$ cat src/rtl/pipelined_mac.sv
// Pipelined WIDTH x WIDTH multiplier with per-sample signedness,
// optional accumulator and sticky overflow flag.
//
// Ports:
//   clk, rst_n      clock, async active-low reset
//   in_valid        sample strobe for a, b and sideband
//   a, b            WIDTH-bit operands
//   signed_mode     1 = two's complement, 0 = unsigned
//   acc_en, acc_clr accumulate / load-accumulator controls
//   out_valid       product/acc valid, STAGES cycles after capture
//   product         full-precision 2*WIDTH product
//   acc, acc_ovf    running accumulator and sticky overflow
module pipelined_mac #(
  parameter int WIDTH     = 8,
  parameter int STAGES    = 2,
  parameter int ACC_WIDTH = 2*WIDTH+8
) (
  input  logic                 clk,
  input  logic                 rst_n,
  input  logic                 in_valid,
  input  logic [WIDTH-1:0]     a,
  input  logic [WIDTH-1:0]     b,
  input  logic                 signed_mode,
  input  logic                 acc_en,
  input  logic                 acc_clr,
  output logic                 out_valid,
  output logic [2*WIDTH-1:0]   product,
  output logic [ACC_WIDTH-1:0] acc,
  output logic                 acc_ovf
);

  localparam int PW = 2*WIDTH;

  typedef struct packed {
    logic             vld;
    logic             sm;
    logic             en;
    logic             clr;
    logic [WIDTH-1:0] a;
    logic [WIDTH-1:0] b;
  } cap_t;

  typedef struct packed {
    logic          vld;
    logic          sm;
    logic          en;
    logic          clr;
    logic [PW-1:0] p;
  } prd_t;

  cap_t cap_q;
  prd_t mul_s;
  prd_t fin_s;

  // Operand word is only reloaded for valid samples; the valid
  // bit itself follows in_valid every cycle so bubbles propagate.
  always_ff @(posedge clk or negedge rst_n) begin
    if (!rst_n) begin
      cap_q <= '0;
    end else if (in_valid) begin
      cap_q <= '{vld: 1'b1, sm: signed_mode, en: acc_en,
                 clr: acc_clr, a: a, b: b};
    end else begin
      cap_q.vld <= 1'b0;
    end
  end

  // Extending to PW bits before a PW-bit multiply gives the exact
  // product in both modes; the low PW bits are all that matter.
  logic [PW-1:0] ea_s;
  logic [PW-1:0] eb_s;

  always_comb begin
    if (cap_q.sm) begin
      ea_s = PW'($signed(cap_q.a));
      eb_s = PW'($signed(cap_q.b));
    end else begin
      ea_s = PW'(cap_q.a);
      eb_s = PW'(cap_q.b);
    end
    mul_s = '{vld: cap_q.vld, sm: cap_q.sm, en: cap_q.en,
              clr: cap_q.clr, p: ea_s * eb_s};
  end

  generate
    if (STAGES == 1) begin : g_direct
      assign fin_s = mul_s;
    end else begin : g_pipe
      prd_t pipe_q [STAGES-1];

      always_ff @(posedge clk or negedge rst_n) begin
        if (!rst_n) begin
          for (int i = 0; i < STAGES-1; i++) begin
            pipe_q[i] <= '0;
          end
        end else begin
          pipe_q[0] <= mul_s;
          for (int i = 1; i < STAGES-1; i++) begin
            pipe_q[i] <= pipe_q[i-1];
          end
        end
      end

      assign fin_s = pipe_q[STAGES-2];
    end
  endgenerate

  logic                 vld_q;
  logic [PW-1:0]        prod_q;
  logic [PW-1:0]        prod_d;
  logic [ACC_WIDTH-1:0] acc_q;
  logic [ACC_WIDTH-1:0] acc_d;
  logic                 ovf_q;
  logic                 ovf_d;
  logic [ACC_WIDTH-1:0] ext_s;
  logic [ACC_WIDTH:0]   sum_s;
  logic                 add_ovf_s;

  always_comb begin
    if (fin_s.sm) begin
      ext_s = ACC_WIDTH'($signed(fin_s.p));
    end else begin
      ext_s = ACC_WIDTH'(fin_s.p);
    end
    sum_s = {1'b0, acc_q} + {1'b0, ext_s};
    // Signed: like-signed addends with a differing result sign.
    // Unsigned: carry out of the top bit.
    if (fin_s.sm) begin
      add_ovf_s = (acc_q[ACC_WIDTH-1] == ext_s[ACC_WIDTH-1]) &&
                  (sum_s[ACC_WIDTH-1] != acc_q[ACC_WIDTH-1]);
    end else begin
      add_ovf_s = sum_s[ACC_WIDTH];
    end

    prod_d = prod_q;
    acc_d  = acc_q;
    ovf_d  = ovf_q;
    if (fin_s.vld) begin
      prod_d = fin_s.p;
      if (fin_s.en) begin
        if (fin_s.clr) begin
          acc_d = ext_s;
          ovf_d = 1'b0;
        end else begin
          acc_d = sum_s[ACC_WIDTH-1:0];
          ovf_d = ovf_q | add_ovf_s;
        end
      end
    end
  end

  always_ff @(posedge clk or negedge rst_n) begin
    if (!rst_n) begin
      vld_q  <= 1'b0;
      prod_q <= '0;
      acc_q  <= '0;
      ovf_q  <= 1'b0;
    end else begin
      vld_q  <= fin_s.vld;
      prod_q <= prod_d;
      acc_q  <= acc_d;
      ovf_q  <= ovf_d;
    end
  end

  assign out_valid = vld_q;
  assign product   = prod_q;
  assign acc       = acc_q;
  assign acc_ovf   = ovf_q;

endmodule

$ cat config.mk
export PLATFORM = sky130hd
export DESIGN_NAME = pipelined_mac
export DESIGN_NICKNAME = d
export VERILOG_FILES = /design/src/rtl/pipelined_mac.sv
export SDC_FILE = /design/constraint.sdc
export NUM_CORES = 1
export LEC_CHECK = 0
export BUFFER_PORTS_ARGS = -buffer_cell sky130_fd_sc_hd__buf_2
export CAP_MARGIN = 20
export CORE_MARGIN = 5
export CORE_UTILIZATION = 40
export CTS_CLUSTER_SIZE = 14
export DETAILED_ROUTE_END_ITERATION = 7
export GPL_TIMING_DRIVEN = 0
export SETUP_SLACK_MARGIN = 0.1
export SYNTH_ARGS = -nofsm -noshare
export SYNTH_HDL_FRONTEND = slang
export SYNTH_SLANG_ARGS = --single-unit
$ cat constraint.sdc
create_clock -name clk -period 11.1 [get_ports clk]
set_input_delay 2.22 -clock clk [delete_from_list [all_inputs] [get_ports clk]]
set_output_delay 2.22 -clock clk [all_outputs]
set_load 0.1 [all_outputs]
==> flow_summary_export.csv <==
group,metric,value,unit
status,status,"completed",
floorplan,fp.dieH,149.3,um
layout,register_area,2052,sq um
clocking,cts_buffer_depth,2,
detailed_routing,drtPass1Iterations,4,
yosys,postSynth.asyncResetShare,100.0,%
detailed_routing,vias_per_cell,4.845,
clocking,clk_pin_slew,0.06,ns
timing,min_period,5.704,ns
timing,maxSlewHeadroom,37.86,%
timing,fin_ws,5.396,ns
yosys,syn_avg_cell_area,9.724,sq um
clocking,insertion_delay,0.35,ns
yosys,postSynthCellCount,798,
setup_path,r2r_start,"cap_q[11]",
timing,whs,0.3470,ns
clocking,numCtsBuffers,9,
yosys,yosys_warnings,0,
placed_design,dpl_worst_slack,5.384,ns
setup_path,cp-startpoint,"cap_q[11]",
clocking,h-tree-depth,3,
yosys,syn_nets,968,
global_route,grt_pass1_wl,28230,um
timing,fmax,175.3,MHz
layout,area_delta_synth_final,12.51,%
run,cap_violations,0,
global_route,gr-usage-all-layers,15.82,%
clocking,cts_tree,"built",
layout,nets,1043,
timing,slew_violations,0,
setup_path,r2r_end,"fin_s[15]",
setup_path,critical_path_required,11.32,ns
detailed_routing,final_antenna_net_count,0,
setup_path,worst_setup_path_end_kind,"register",
layout,final_common_cell,"inv_1",
timing,rsz0062_at_grt,"no",
yosys,syn_area,7760,sq um
yosys,synth-seq-cells,82,
detailed_routing,routed-via-count,5538,
timing,setup_viol,0,
floorplan,die_w,149.3,um
clocking,cts_setup_buffers,0,
yosys,synth_seq_area_share,26.44,%
detailed_routing,wire_per_inst,14.54,um
timing,fin_crit_sh,51.39,%
layout,final_cell_mix,"inv_1 (122), dfrtp_1 (82), ha_1 (79), fa_1 (69), buf_2 (67)",
global_route,antenna_found_initial,0,
setup_path,critical_path_arrival,5.93,ns
floorplan,fp.dieArea,22290,sq um
floorplan,ios,64,
timing,worst_pin_slew,0.9277,ns
clocking,ctsHoldBuffers,0,
timing,totalNegativeSetupSlack,0,ns
timing,hold_viol_final,0,
placed_design,dp_hpwl,13440,um
yosys,synth_edf_count,0,
setup_path,crit_end,"fin_s[15]",
layout,antennaDiodeCount,0,
clocking,cts_sinks,82,
detailed_routing,drt-total-wl,16610,um
placed_design,globalplace.congestion,0.8810,
timing,fin_worst_skew,0.01219,ns
detailed_routing,drtIter0Drc,188,
layout,nFillCells,1870,
global_route,grt_pass1_vias,5677,
setup_path,start_kind,"register",
setup_path,ff2ff_setup_slack,5.40,ns
global_route,overflow,0,
setup_path,r2r_cells,19,
placed_design,portBuffers,63,
floorplan,rows,51,
clocking,cts_resized,0,
setup_path,crit_fanout,10,
yosys,ys_types,54,
detailed_routing,route.detailed.drc,0,
layout,multiInputGateArea,5135,sq um
setup_path,worstSetupPathType,"reg2reg",
clocking,cts_root_buf,"clkbuf_16",
layout,drive_gt1_share,15.15,%
yosys,synthFlopType,"dfrtp_1",
worst_hold_path,hp-class,"reg2reg",
floorplan,start_util,40.27,%
layout,fin_util,45.31,%
floorplan,coreArea,19270,sq um
global_route,grt_max_degree,46,
## how the worst min path moves through the flow
stage	start	to	slack (ns)	cells past startpoint
finish	cap_q[19]	fin_s[19]	0.35	0
floorplan	cap_q[19]	fin_s[19]	0.33	0
global placement	cap_q[19]	fin_s[19]	0.33	0
global route	cap_q[19]	fin_s[19]	0.37	0
CTS	cap_q[19]	fin_s[19]	0.35	0
detailed placement	cap_q[19]	fin_s[19]	0.34	0
## sequential cells by signal, summed over array words and instances, names as in the netlist
register   cells
cap_q         20
acc           24
out_valid      1
product       16
acc_ovf        1
fin_s         20
## kinds of logic after synthesis
| family | count (synthesis) | synth area share, % |
|---|---|---|
| flip-flops | 82 | 26.44 |
| adder cells (fa/ha/maj) | 148 | 30.54 |
| multiplexers | 40 | 5.724 |
| XOR/XNOR | 50 | 5.821 |
| AND/OR/NAND/NOR | 182 | 11.88 |
| buffers and inverters | 151 | 7.385 |
| AO/OA/AOI/OAI | 145 | 12.21 |
## final cells by class
| class | instances | area share, % |
|---|---|---|
| sequential | 82 | 23.50 |
| inverter | 122 | 5.245 |
| clock inverter | 6 | 0.7452 |
| tap | 265 | 3.798 |
| buffer | 29 | 1.318 |
| multi-input combinational | 565 | 58.81 |
| clock buffer | 10 | 2.623 |
| timing repair buffer | 64 | 3.955 |
## critical path, cell delays in order (launching register included)
cell and delay, ns:
dfrtp_1 0.46, clkbuf_1 0.51, nand2_1 0.17, fa_1 0.57, inv_1 0.05, fa_1 0.48, ha_1 0.13, inv_1 0.05
fa_1 0.51, fa_1 0.44, fa_1 0.54, inv_1 0.04, ha_1 0.35, nor3_1 0.19, nor2_1 0.06, a31oi_1 0.24
nor2b_1 0.07, o21ai_0 0.24, a21oi_1 0.11, xnor3_1 0.36
## cell usage after synthesis, types with 13 or more instances
cell type,number,area (sq um)
o21ai_0,15,75.07
ha_1,79,988.5
o21ai_1,23,115.1
a21oi_1,39,195.2
and2_1,50,312.8
clkbuf_1,21,78.83
nor2_1,26,97.59
and3_1,13,81.33
inv_1,122,457.9
mux2_2,35,394.1
nand2_1,55,206.5
dfrtp_1,82,2052
xnor2_1,39,341.6
fa_1,69,1381
## through the flow
| stage | cell area (sq um) | std cells |
|---|---|---|
| 3_3_place_gp | 8407 | 1126 |
| 4_1_cts | 8731 | 1143 |
| 6_report | 8731 | 1143 |
| 3_5_place_dp | 8437 | 1127 |
| 2_1_floorplan | 7760 | 798 |
| 5_1_grt | 8731 | 1143 |
## layer usage
| metal | part of all wire (%) | GRT usage [%] |
|---|---|---|
| met1 | 48 | 21.62 |
| met2 | 47 | 26.30 |
| met3 | 4.1 | 2.917 |
| met4 | 1.2 | 3.570 |
| met5 | 0 | 0 |
Power is not shown: default switching activity piles up to over one toggle a cycle in this logic, so the estimate is an artifact.
